## src/rtl/counter_ctrl_pkg.sv

```systemverilog
// Shared state encoding for the per-channel counter handshake FSM.
package counter_ctrl_pkg;

   localparam int unsigned STATE_W = 2;

   typedef enum logic [STATE_W-1:0] {
      ST_IDLE      = 2'd0,
      ST_IRQ_START = 2'd1,
      ST_CALC      = 2'd2,
      ST_IRQ_DONE  = 2'd3
   } state_t;

endpackage

```

## src/rtl/counter_channel.sv

```systemverilog
// One counter channel: start/done interrupt handshake FSM, up-counter,
// latched limit and latched reload/skip mode bits.
module counter_channel
   import counter_ctrl_pkg::*;
#(
   parameter int unsigned CNT_W = 32
) (
   input  logic             clk,
   input  logic             rst,
   input  logic             start,
   input  logic             abort,
   input  logic             ack,
   input  logic             mode_reload,
   input  logic             skip_start,
   input  logic [CNT_W-1:0] limit,
   output logic [CNT_W-1:0] count,
   output logic             busy,
   output logic             irq_start,
   output logic             irq_done
);

   state_t           state;
   logic [CNT_W-1:0] cnt_q;
   logic [CNT_W-1:0] lim_q;
   logic             reload_q;
   logic             skip_q;

   // Abort beats ack, ack beats the terminal-count compare.
   always_ff @(posedge clk or posedge rst) begin
      if (rst) begin
         state    <= ST_IDLE;
         cnt_q    <= '0;
         lim_q    <= '0;
         reload_q <= 1'b0;
         skip_q   <= 1'b0;
      end else begin
         case (state)
            ST_IDLE: begin
               cnt_q <= '0;
               if (start) begin
                  lim_q    <= limit;
                  reload_q <= mode_reload;
                  skip_q   <= skip_start;
                  state    <= skip_start ? ST_CALC : ST_IRQ_START;
               end
            end
            ST_IRQ_START: begin
               if (abort) begin
                  state <= ST_IDLE;
                  cnt_q <= '0;
               end else if (ack) begin
                  state <= ST_CALC;
               end
            end
            ST_CALC: begin
               if (abort) begin
                  state <= ST_IDLE;
                  cnt_q <= '0;
               end else if (cnt_q == lim_q) begin
                  state <= ST_IRQ_DONE;
               end else begin
                  cnt_q <= cnt_q + CNT_W'(1);
               end
            end
            ST_IRQ_DONE: begin
               if (abort) begin
                  state <= ST_IDLE;
                  cnt_q <= '0;
               end else if (ack) begin
                  cnt_q <= '0;
                  if (!reload_q) begin
                     state <= ST_IDLE;
                  end else begin
                     state <= skip_q ? ST_CALC : ST_IRQ_START;
                  end
               end
            end
            default: begin
               state <= ST_IDLE;
               cnt_q <= '0;
            end
         endcase
      end
   end

   // Moore outputs decoded straight from the state register.
   assign count     = cnt_q;
   assign busy      = (state != ST_IDLE);
   assign irq_start = (state == ST_IRQ_START);
   assign irq_done  = (state == ST_IRQ_DONE);

endmodule

```

## src/rtl/multi_counter_controller.sv

```systemverilog
// N independent counter channels behind one register file, with a combined
// interrupt line.
module multi_counter_controller
   import counter_ctrl_pkg::*;
#(
   parameter int unsigned NUM_CH = 4,
   parameter int unsigned CNT_W  = 32
) (
   input  logic                    clk,
   input  logic                    rst,
   input  logic [NUM_CH-1:0]       start,
   input  logic [NUM_CH-1:0]       abort,
   input  logic [NUM_CH-1:0]       ack,
   input  logic [NUM_CH-1:0]       mode_reload,
   input  logic [NUM_CH-1:0]       skip_start,
   input  logic [NUM_CH*CNT_W-1:0] limit,
   output logic [NUM_CH*CNT_W-1:0] count,
   output logic [NUM_CH-1:0]       busy,
   output logic [NUM_CH-1:0]       irq_start,
   output logic [NUM_CH-1:0]       irq_done,
   output logic                    irq
);

   for (genvar i = 0; i < NUM_CH; i++) begin : g_ch
      counter_channel #(
         .CNT_W(CNT_W)
      ) u_ch (
         .clk        (clk),
         .rst        (rst),
         .start      (start[i]),
         .abort      (abort[i]),
         .ack        (ack[i]),
         .mode_reload(mode_reload[i]),
         .skip_start (skip_start[i]),
         .limit      (limit[i*CNT_W +: CNT_W]),
         .count      (count[i*CNT_W +: CNT_W]),
         .busy       (busy[i]),
         .irq_start  (irq_start[i]),
         .irq_done   (irq_done[i])
      );
   end

   // Reduction of flop-decoded bits only; no input reaches irq.
   assign irq = |{irq_start, irq_done};

endmodule

```

## config.mk

```make
export PLATFORM = sky130hd
export DESIGN_NAME = multi_counter_controller
export DESIGN_NICKNAME = d
export VERILOG_FILES = /design/src/rtl/counter_ctrl_pkg.sv /design/src/rtl/counter_channel.sv /design/src/rtl/multi_counter_controller.sv
export SDC_FILE = /design/constraint.sdc
export NUM_CORES = 1
export LEC_CHECK = 0
export BUFFER_PORTS_ARGS = -buffer_cell sky130_fd_sc_hd__buf_2
export CAP_MARGIN = 5
export CORE_MARGIN = 3
export CORE_UTILIZATION = 35
export DETAILED_ROUTE_END_ITERATION = 6
export SYNTH_ARGS = -nofsm -noshare
export SYNTH_HDL_FRONTEND = slang
export SYNTH_SLANG_ARGS = --single-unit
```

## constraint.sdc

```tcl
create_clock -name clk -period 19.25 [get_ports clk]
set_input_delay 5.775 -clock clk [delete_from_list [all_inputs] [get_ports clk]]
set_output_delay 5.775 -clock clk [all_outputs]
set_load 0.1 [all_outputs]
```

==> metrics.md, run 1 <==
| Metric | Value |
|---|---|
| Layout area overhead | `20.2%` |
| TNS Setup | `0 ps` |
| Path type of the worst setup path | `in2async` |
| Overall routed net length | `46900 um` |
| Initial antenna violation count | `3` |
| #FFs+latches synth | `272` |
| Status | `complete, no violations` |
| Top FF cell, synth | `dfrtp_1` |
| Post-CTS setup buffers | `0` |
| Hold Crit Class | `reg2reg` |
| Nature of the critical path startpoint | `input pin` |
| CTS Root Cell | `clkbuf_16` |
| Period utilization | `41.3%` |
| Drt initial violations | `1084` |
| DRC violations left | `0` |
| Arrival @ worst endpoint | `8460 ps` |
| WHS Path Cells | `1` |
| Max-slew violations | `0` |
| Final HPWL DP | `34000 um` |
| Final Hold Viols | `0` |
| H-tree depth | `2` |
| Number of synthesized flops with an enable pin | `0` |
| Reg-to-reg critical path endpoint | `g_ch[2].u_ch.state[1]` |
| Die width | `212 um` |
| Routed Antenna Nets | `0` |
| Leak | `0.00762 uW` |
| Global-route wire length before repair | `72400 um` |
| Total grt overflow | `0` |
| Via/cell ratio | `5.61` |
| Ports | `291` |
| Vias | `12709` |
| DP Cell Count | `2203` |
| Hold_sp | `g_ch[2].u_ch.lim_q[8]` |
| Resize count post-CTS | `0` |
| Yosys top cell by area | `dfrtp_1` |
| Port buffer count | `290` |
| Yosys cell types | `69` |
| Die Y | `212 um` |
| Total GRT Usage | `20.4%` |
| # setup viols final | `0` |
| Die Area | `44900 um2` |
| CTS max path bufs | `3` |
| Core Footprint | `41400 um2` |
| Synthesized Nets | `1623` |
| Pwr/cell area | `132 nW/um2` |
| Synthesized cell area | `14800 um2` |
| R2R setup slack | `16090 ps` |
| Layout net count | `1861` |
| Slew headroom | `23.7%` |
| Worst clock skew | `17.6 ps` |
| Hold endpoint | `g_ch[2].u_ch.lim_q[8]` |
| Ys async rst share | `100%` |
| Routability congestion estimate | `0.919` |
| Std-Cell Rows | `74` |
| Top cells by area, synth | `dfrtp_1 46%, mux2_2 11%, xnor2_1 7.7%` |
| Worst-path clk slew | `50 ps` |
| RSZ-0062 raised after global routing | `false` |
| Syn_area_per_cell | `10.1 um2` |
| TritonCTS buffer count | `34` |
| Ys Warns | `0` |
| Max VDD drop | `0.0000910 V` |
| Hold_buf cts | `0` |
| Worst endpoint required time | `19770 ps` |
| Period minus WS final | `7940 ps` |
| Max-cap check violation count | `0` |
| Seq/Total Area, Yosys | `45.9%` |
| Share of layout cells above drive strength 1 | `30.8%` |
| Final WS setup | `11310 ps` |
| Crit end category | `async pin` |
| CTS Sinks | `272` |
| Fraction of post-synthesis cell area in the top cell type by area | `45.9%` |
| Max Fanout on Critical Path | `113` |
| Mapped Cells | `1469` |
| Placement Setup Slack | `10540 ps` |
| R2R cell count | `7` |
| Start of the worst register-to-register path | `g_ch[2].u_ch.count[6]` |
| Clk_lat worst skew | `540 ps` |
| Vias in the first global route | `12455` |
| Worst-Margin Slew | `1140 ps` |
| Fin cells | `2267` |
| Wirelength per Cell | `20.7 um` |
| CTS tree | `built` |
| Largest net degree at the start of global routing | `114` |
| First-pass iteration count of the detailed router | `5` |
| Fmax | `126 MHz` |
| Initial core utilization | `35.8%` |
| Fillers | `3998` |
-- where the power goes --
part | total (uW) | internal [uW] | switching, uW | leakage, uW
combinational | 772 | 332 | 440 | 0.00355
clock | 687 | 424 | 263 | 0.000587
sequential | 893 | 736 | 157 | 0.00348
-- worst max-delay path by stage --
| stage | start | end | slack (ps) | depth (start not counted) |
|---|---|---|---|---|
| 6_report | rst | g_ch[1].u_ch.lim_q[11] | 11310 | 4 |
| 3_3_place_gp | rst | g_ch[1].u_ch.lim_q[14] | 10550 | 4 |
| 5_1_grt | rst | g_ch[0].u_ch.lim_q[16] | 10800 | 4 |
| 4_1_cts | rst | g_ch[0].u_ch.lim_q[12] | 11130 | 4 |
| 2_1_floorplan | rst | g_ch[0].u_ch.count[0] | 5980 | 1 |
| 3_5_place_dp | rst | g_ch[0].u_ch.lim_q[14] | 10540 | 4 |
-- registers in the layout (all words and copies together) (netlist names) --
name and flops:
g_ch.u_ch.count 128, g_ch.u_ch.lim_q 128, g_ch.u_ch.state 8, g_ch.u_ch.reload_q 4, g_ch.u_ch.skip_q 4
-- metal layers --
| metal | global-route usage (%) | up-vias | routed length (um) |
|---|---|---|---|
| met3 | 4.64 | 80 | 3290 |
| met2 | 32.8 | 466 | 21700 |
| met5 | 0 | - | 0 |
| met1 | 27.7 | 6295 | 20700 |
| met4 | 6.24 | 0 | 1200 |
| li1 | - | 5868 | - |
-- through the flow --
step / hold WS, ps / total power (uW) / util [%] / instance area (um2)
after floorplan: 494 / 1490 / - / 14800
after global placement: 509 / 1660 / 40.2 / 16600
after detailed placement: 511 / 1680 / 40.2 / 16600
after CTS: 531 / 2380 / 43.1 / 17800
after global routing: 542 / 2470 / 43.1 / 17800
final: 526 / 2350 / 43.1 / 17800
-- critical path, cell delays in order --
cell   delay [ps]
buf_2         130
inv_8         480
buf_4         940
buf_4         930
-- Yosys cell counts (all sizes together) (6+ instances only) --
cell type,number
a211o,6
a211oi,6
a21o,33
a21oi,47
a221o,8
a31o,9
a31oi,50
and2,19
and3,21
and4,14
buf,32
clkbuf,68
dfrtp,272
inv,31
mux2,140
mux2i,12
nand2,133
nand2b,11
nand3,59
nand4,59
nor2,65
nor2b,7
nor3,28
nor4,22
o211ai,8
o21ai,59
o311ai,9
or2,9
or3,12
or4,10
xnor2,131
-- cell families (layout without fill, tap and decap cells) --
| kind of cell | Yosys count | after routing | share of synthesized area (%) |
|---|---|---|---|
| adder cells (fa/ha/maj) | 4 | 4 | 0.337 |
| XOR/XNOR | 133 | 133 | 7.85 |
| flip-flops | 272 | 272 | 45.9 |
| other | 0 | 2 | 0 |
| multiplexers | 152 | 152 | 11.4 |
| AND/OR/NAND/NOR | 482 | 482 | 17.1 |
| AO/OA/AOI/OAI | 295 | 295 | 13.5 |
| buffers and inverters | 131 | 395 | 3.82 |
-- cells in the final DEF, fill, tap and decap left out, types with 9 or more instances in the layout --
cell       Yosys  final
a21o_1        33     33
a21oi_1       47     45
a31o_2         9      9
a31oi_1       50     50
and2_1        19     19
and3_1        21     21
and4_1        13     13
buf_2         15    290
buf_4         15     12
clkbuf_16      0     34
dfrtp_1      272    272
inv_1         31     30
mux2_2       140    140
mux2i_1       12     12
nand2_1      133    133
nand2b_1      11     11
nand3_1       58     58
nand4_1       58     58
nor2_1        65     61
nor3_1        27     27
nor4_1        19     19
o21ai_0       58     58
o311ai_0       9      9
or2_2          9      9
or3_1         12     12
or4_1         10     10
xnor2_1      131    131
-- area by class of cell --
class / count / area [um2] / area share [%]
Sequential cell: 272 / 6810 / 38.2
Clock buffer: 44 / 928 / 5.21
Timing Repair Buffer: 302 / 1540 / 8.64
Multi-Input combinational cell: 1066 / 7500 / 42.1
Clock inverter: 18 / 262 / 1.47
Antenna cell: 2 / 5.00 / 0.0281
Inverter: 31 / 124 / 0.695
Tap cell: 532 / 666 / 3.73
Note: power is estimated with default switching activity, not from simulation.
==> run 2, diff against run 1 <==
--- a/config.mk
+++ b/config.mk
@@ -5,6 +5,7 @@
 export SDC_FILE = /design/constraint.sdc
 export NUM_CORES = 1
 export LEC_CHECK = 0
+export ABC_AREA = 1
 export BUFFER_PORTS_ARGS = -buffer_cell sky130_fd_sc_hd__buf_2
 export CAP_MARGIN = 5
 export CORE_MARGIN = 3
==> constraint.sdc (replaced) <==
create_clock -name clk -period 7 [get_ports clk]
set_input_delay 2.1 -clock clk [delete_from_list [all_inputs] [get_ports clk]]
set_output_delay 2.1 -clock clk [all_outputs]
set_load 0.1 [all_outputs]
==> run 2 against run 1 <==
Compared with the run above: final area up 6.6%; count of clock-buffer cells in the layout down 1; critical endpoint is now g_ch[3].u_ch.count[29]; global-route usage down 2.2 points; worst hold slack worse by 11 ps; critical path depth up 4; synthesized cell count up 45%; clock skew about the same.
==> metrics.md, run 2 <==
| Metric | Value |
|---|---|
| Vias | `14340` |
| Layout area overhead | `17.4%` |
| Total grt overflow | `0` |
| Wirelength per Cell | `15.2 um` |
| Period utilization | `58.0%` |
| Arrival @ worst endpoint | `4570 ps` |
| Fraction of post-synthesis cell area in the top cell type by area | `42.0%` |
| Hold_buf cts | `0` |
| Hold slack | `515 ps` |
| Start of the worst register-to-register path | `g_ch[0].u_ch.state[1]` |
| Worst clock skew | `17.2 ps` |
| Leak | `0.00934 uW` |
| Top FF cell, synth | `dfrtp_1` |
| Fillers | `4709` |
| Share of layout cells above drive strength 1 | `20.1%` |
| TritonCTS buffer count | `31` |
| #FFs+latches synth | `272` |
| Post-CTS setup buffers | `0` |
| Synthesized cell area | `16200 um2` |
| Slew headroom | `21.9%` |
| CP max stage cell | `inv_1` |
| Final HPWL DP | `34200 um` |
| Largest net degree at the start of global routing | `147` |
| Via/cell ratio | `4.79` |
| Final WS setup | `2940 ps` |
| Clk_lat worst skew | `580 ps` |
| Die width | `221 um` |
| Top-count cell post-synth | `nand2_1` |
| # setup viols final | `0` |
| Top cells by area, synth | `dfrtp_1 42%, nand2_1 18%, mux2_2 7.5%` |
| Register area | `6810 um2` |
| Worst-path clk slew | `60 ps` |
| Yosys cell types | `40` |
| Crit path top cell by count | `nand2_1` |
| Most frequent cells in the layout | `774 x nand2_1, 290 x buf_2, 272 x dfrtp_1` |
| Hold_sp | `g_ch[2].u_ch.skip_q` |
| RSZ-0062 raised after global routing | `false` |
| Global-route wire length before repair | `74800 um` |
| Routability congestion estimate | `0.880` |
| Seq/Total Area, Yosys | `42.0%` |
| Core Footprint | `45600 um2` |
| TNS Setup | `0 ps` |
| Worst endpoint required time | `7510 ps` |
| Commonest cells post-synth | `774 x nand2_1, 272 x dfrtp_1, 238 x nor2_1` |
| Drt initial violations | `845` |
| CTS Sinks | `272` |
| CTS Root Cell | `clkbuf_16` |
| Ports | `291` |
| Ys async rst share | `100%` |
| Status | `complete, no violations` |
| Mapped Cells | `2124` |
| CP Cell Sequence | `buf_2 > inv_1 > nand2_1 > inv_1 > nand3_2 > nand2_2 > nand2_1 > nand2_1` |
| Worst-Margin Slew | `1160 ps` |
| Crit end category | `flop` |
| Hold Crit Class | `reg2reg` |
| Final Hold Viols | `0` |
| Delay-heaviest family, CP | `simple AND/OR/NAND/NOR gates` |
| Fmax | `246 MHz` |
| CTS tree | `built` |
| Max VDD drop | `0.000308 V` |
| Die Area | `48900 um2` |
| Path type of the worst setup path | `in2reg` |
| Most common cell after layout, fill and taps aside | `nand2_1` |
| Max Fanout on Critical Path | `32` |
| Std-Cell Rows | `78` |
| H-tree depth | `1` |
| Setup crit start | `abort[3]` |
| Met2 Use GR | `30.5%` |
| Overall routed net length | `45400 um` |
| M1 GR Usage | `24.4%` |
| Port buffer count | `290` |
| Placement Setup Slack | `2400 ps` |
| Yosys top cell by area | `dfrtp_1` |
| Max-slew violations | `0` |
| Number of synthesized flops with an enable pin | `0` |
| DRC violations left | `0` |
| Met3 GRT Util | `3.83%` |
| Resize count post-CTS | `0` |
| Total power | `5820 uW` |
| Syn_area_per_cell | `7.62 um2` |
| Routed Antenna Nets | `0` |
| Initial antenna violation count | `4` |
| Total GRT Usage | `18.3%` |
| Pwr/cell area | `306 nW/um2` |
| Multi-input gate area | `8280 um2` |
| CTS max path bufs | `3` |
| Layout net count | `2530` |
| Ys Warns | `0` |
| Die Y | `221 um` |
| WP buf/inv | `3` |
| Vias in the first global route | `14214` |
| Max-cap check violation count | `0` |
| First-pass iteration count of the detailed router | `6` |
| GRT busiest layer | `met2` |
| Crit path largest cell delay | `710 ps` |
| Nature of the critical path startpoint | `input pin` |
| Initial core utilization | `35.5%` |
| Synthesized Nets | `2278` |
| Period minus WS final | `4060 ps` |
## run 2: worst paths after layout
path	cells after the start	to	slack, ps
max	8	g_ch[3].u_ch.count[29]	2940
min	2	g_ch[2].u_ch.skip_q	520
max reg2reg	8	g_ch[0].u_ch.count[5]	4090
min reg2reg	2	g_ch[2].u_ch.skip_q	520
max in group asynchronous	3	g_ch[3].u_ch.lim_q[10]	4540
min in group asynchronous	3	g_ch[1].u_ch.reload_q	1740
## run 2: logic make-up (layout without fill, tap and decap cells)
| logic type | count (synthesis) | in the layout | synth area share [%] |
|---|---|---|---|
| xor gates and xnor gates | 167 | 167 | 9.03 |
| muxes | 108 | 108 | 7.51 |
| other | 0 | 1 | 0 |
| AOI/OAI and AO/OA | 57 | 57 | 1.95 |
| and+or+nand+nor | 1264 | 1264 | 32.3 |
| DFF | 272 | 272 | 42.0 |
| adders and majority gates | 4 | 4 | 0.309 |
| buffers and inverters | 252 | 521 | 6.86 |
## run 2: layout make-up
cell class                      count  area share (%)
Multi-Input combinational cell   1600            43.5
Inverter                          174            3.45
Sequential cell                   272            35.8
Clock inverter                      7           0.487
Timing Repair Buffer              297            8.04
Clock buffer                       43            4.74
Tap cell                          600            3.95
Antenna cell                        1          0.0132
## run 2: where the power goes
| group | switching, uW | leakage (uW) | total [uW] | internal [uW] |
|---|---|---|---|---|
| combinational | 1120 | 0.00539 | 1900 | 775 |
| clock | 647 | 0.000493 | 1600 | 956 |
| sequential | 315 | 0.00346 | 2320 | 2010 |
| total | 2080 | 0.00934 | 5820 | 3740 |
## run 2: layer usage
| layer | share of wire, % | vias to the layer above | wire length (um) |
|---|---|---|---|
| met1 | 46 | 6762 | 20800 |
| met2 | 47 | 309 | 21200 |
| met3 | 5.2 | 74 | 2350 |
| met5 | 0.075 | - | 34 |
| li1 | - | 7189 | - |
| met4 | 2.4 | 6 | 1110 |
## run 2: tightest hold or removal path, stage by stage (launching register included)
cell and delay, ps:
dfrtp_1 360, nand2_1 50, o21ai_0 60
## run 2: through the flow
step,utilization (%),instances,area (um2)
floorplan,-,2124,16200
global placement,39.5,2943,18000
detailed placement,39.5,2943,18000
CTS,41.7,2993,19000
global route,41.7,2994,19000
finish,41.7,2994,19000
==> run 3, diff against run 2 <==
==> constraint.sdc (replaced) <==
create_clock -name clk -period 4 [get_ports clk]
set_input_delay 1.2 -clock clk [delete_from_list [all_inputs] [get_ports clk]]
set_output_delay 1.2 -clock clk [all_outputs]
set_load 0.1 [all_outputs]
==> run 3 against run 2 <==
Compared with the run above: combinational power grew 76%; wire length rose by 1.1%; global-route usage up 0.18 points; critical path type is now reg2out.
==> metrics.md, run 3 (same netlist as run 2, synthesis figures left out) <==
| Metric | Value |
|---|---|
| Port buffer count | `290` |
| Max-slew violations | `0` |
| Core Footprint | `45600 um2` |
| # setup viols final | `0` |
| Routability congestion estimate | `0.878` |
| Die width | `221 um` |
| Final WS setup | `1060 ps` |
| Ports | `291` |
| Resize count post-CTS | `0` |
| CTS Root Cell | `clkbuf_16` |
| Nature of the critical path startpoint | `flop` |
| Worst-Margin Slew | `875 ps` |
| Worst clock skew | `11.7 ps` |
| Status | `complete, no violations` |
| Arrival @ worst endpoint | `1740 ps` |
| Max Fanout on Critical Path | `6` |
| Initial core utilization | `35.5%` |
| Global-route wire length before repair | `75400 um` |
| Most common cell after layout, fill and taps aside | `nand2_1` |
| Share of layout cells above drive strength 1 | `20.5%` |
| Layout net count | `2545` |
| Largest net degree at the start of global routing | `62` |
| Die Y | `221 um` |
| CTS max path bufs | `3` |
| Post-CTS setup buffers | `0` |
| Layout area overhead | `18.0%` |
| Wirelength per Cell | `15.3 um` |
| Path type of the worst setup path | `reg2out` |
| Final HPWL DP | `35200 um` |
| Multi-input gate area | `8280 um2` |
| Hold slack | `511 ps` |
| Pwr/cell area | `529 nW/um2` |
| Via/cell ratio | `4.79` |
| Max VDD drop | `0.000471 V` |
| CTS tree | `built` |
| Fmax | `340 MHz` |
| Hold_buf cts | `0` |
| Register area | `6810 um2` |
| Overall routed net length | `45900 um` |
| Die Area | `48900 um2` |
| Worst endpoint required time | `2800 ps` |
| DRC violations left | `0` |
| Fillers | `4710` |
| Clk_lat worst skew | `570 ps` |
| RSZ-0062 raised after global routing | `false` |
| Drt initial violations | `784` |
| Total GRT Usage | `18.5%` |
| Total grt overflow | `0` |
| Initial antenna violation count | `1` |
| Period utilization | `73.5%` |
| Crit end category | `output pin` |
| Period minus WS final | `2940 ps` |
| Final Hold Viols | `0` |
| First-pass iteration count of the detailed router | `5` |
| Leak | `0.00940 uW` |
| Hold Crit Class | `reg2reg` |
| Vias | `14403` |
| Max-cap check violation count | `0` |
| Slew headroom | `41.5%` |
| Vias in the first global route | `14154` |
| Most frequent cells in the layout | `774 x nand2_1, 290 x buf_2, 272 x dfrtp_1` |
| Std-Cell Rows | `78` |
| TritonCTS buffer count | `31` |
| Routed Antenna Nets | `0` |
| Placement Setup Slack | `1120 ps` |
| CTS Sinks | `272` |
| Worst-path clk slew | `60 ps` |
| H-tree depth | `1` |
## run 3: cell types whose count changed in the layout (fill, tap and decap cells not counted), moves of 2 or more
cell,before,now
buf_12,2,4
buf_4,5,18
clkbuf_8,8,5
clkbuf_1,4,7
## run 3: final cells by class
cell class | instances | area share, %
clock buffers | 43 | 4.56
inverters | 174 | 3.44
clock inverters | 8 | 0.393
flip-flops and latches | 272 | 35.6
diodes | 1 | 0.0131
well taps | 600 | 3.93
multi-input cells | 1600 | 43.3
repair buffers | 312 | 8.72
## run 3: power by group
group          switching (uW)  total [uW]  internal [uW]
Sequential                548        4060           3520
Combinational            1970        3350           1390
Clock                    1130        2690           1560
## run 3: path summary, 6_finish.rpt
check / startpoint / end / slack, ps / cells after the start
max: g_ch[3].u_ch.state[0] / irq_start[3] / 1060 / 3
min reg2reg: g_ch[2].u_ch.skip_q / g_ch[2].u_ch.skip_q / 510 / 2
min in group asynchronous: rst / g_ch[1].u_ch.reload_q / 750 / 2
max reg2reg: g_ch[0].u_ch.count[16] / g_ch[0].u_ch.state[1] / 1520 / 10
max in group asynchronous: rst / g_ch[1].u_ch.lim_q[21] / 2280 / 4
min: g_ch[2].u_ch.skip_q / g_ch[2].u_ch.skip_q / 510 / 2
## run 3: through the flow
stage	power [uW]	util, %	instance area (um2)	instances	TNS, ps
3_3_place_gp	7400	39.8	18200	2958	0
4_1_cts	10300	41.9	19100	3009	0
5_1_grt	10800	41.9	19100	3010	0
3_5_place_dp	7510	39.8	18200	2958	0
6_report	10100	41.9	19100	3010	0
2_1_floorplan	6850	-	16200	2124	-216350
## run 3: critical path, stage by stage (launching register included)
cell	delay, ps
dfrtp_1	440
inv_1	160
nor2_1	120
buf_2	460
## run 3: routing by layer
layer	GRT usage [%]	wire [um]
met1	25.4	21200
met2	30.5	21300
met3	3.24	2570
met4	3.99	852
met5	0	0
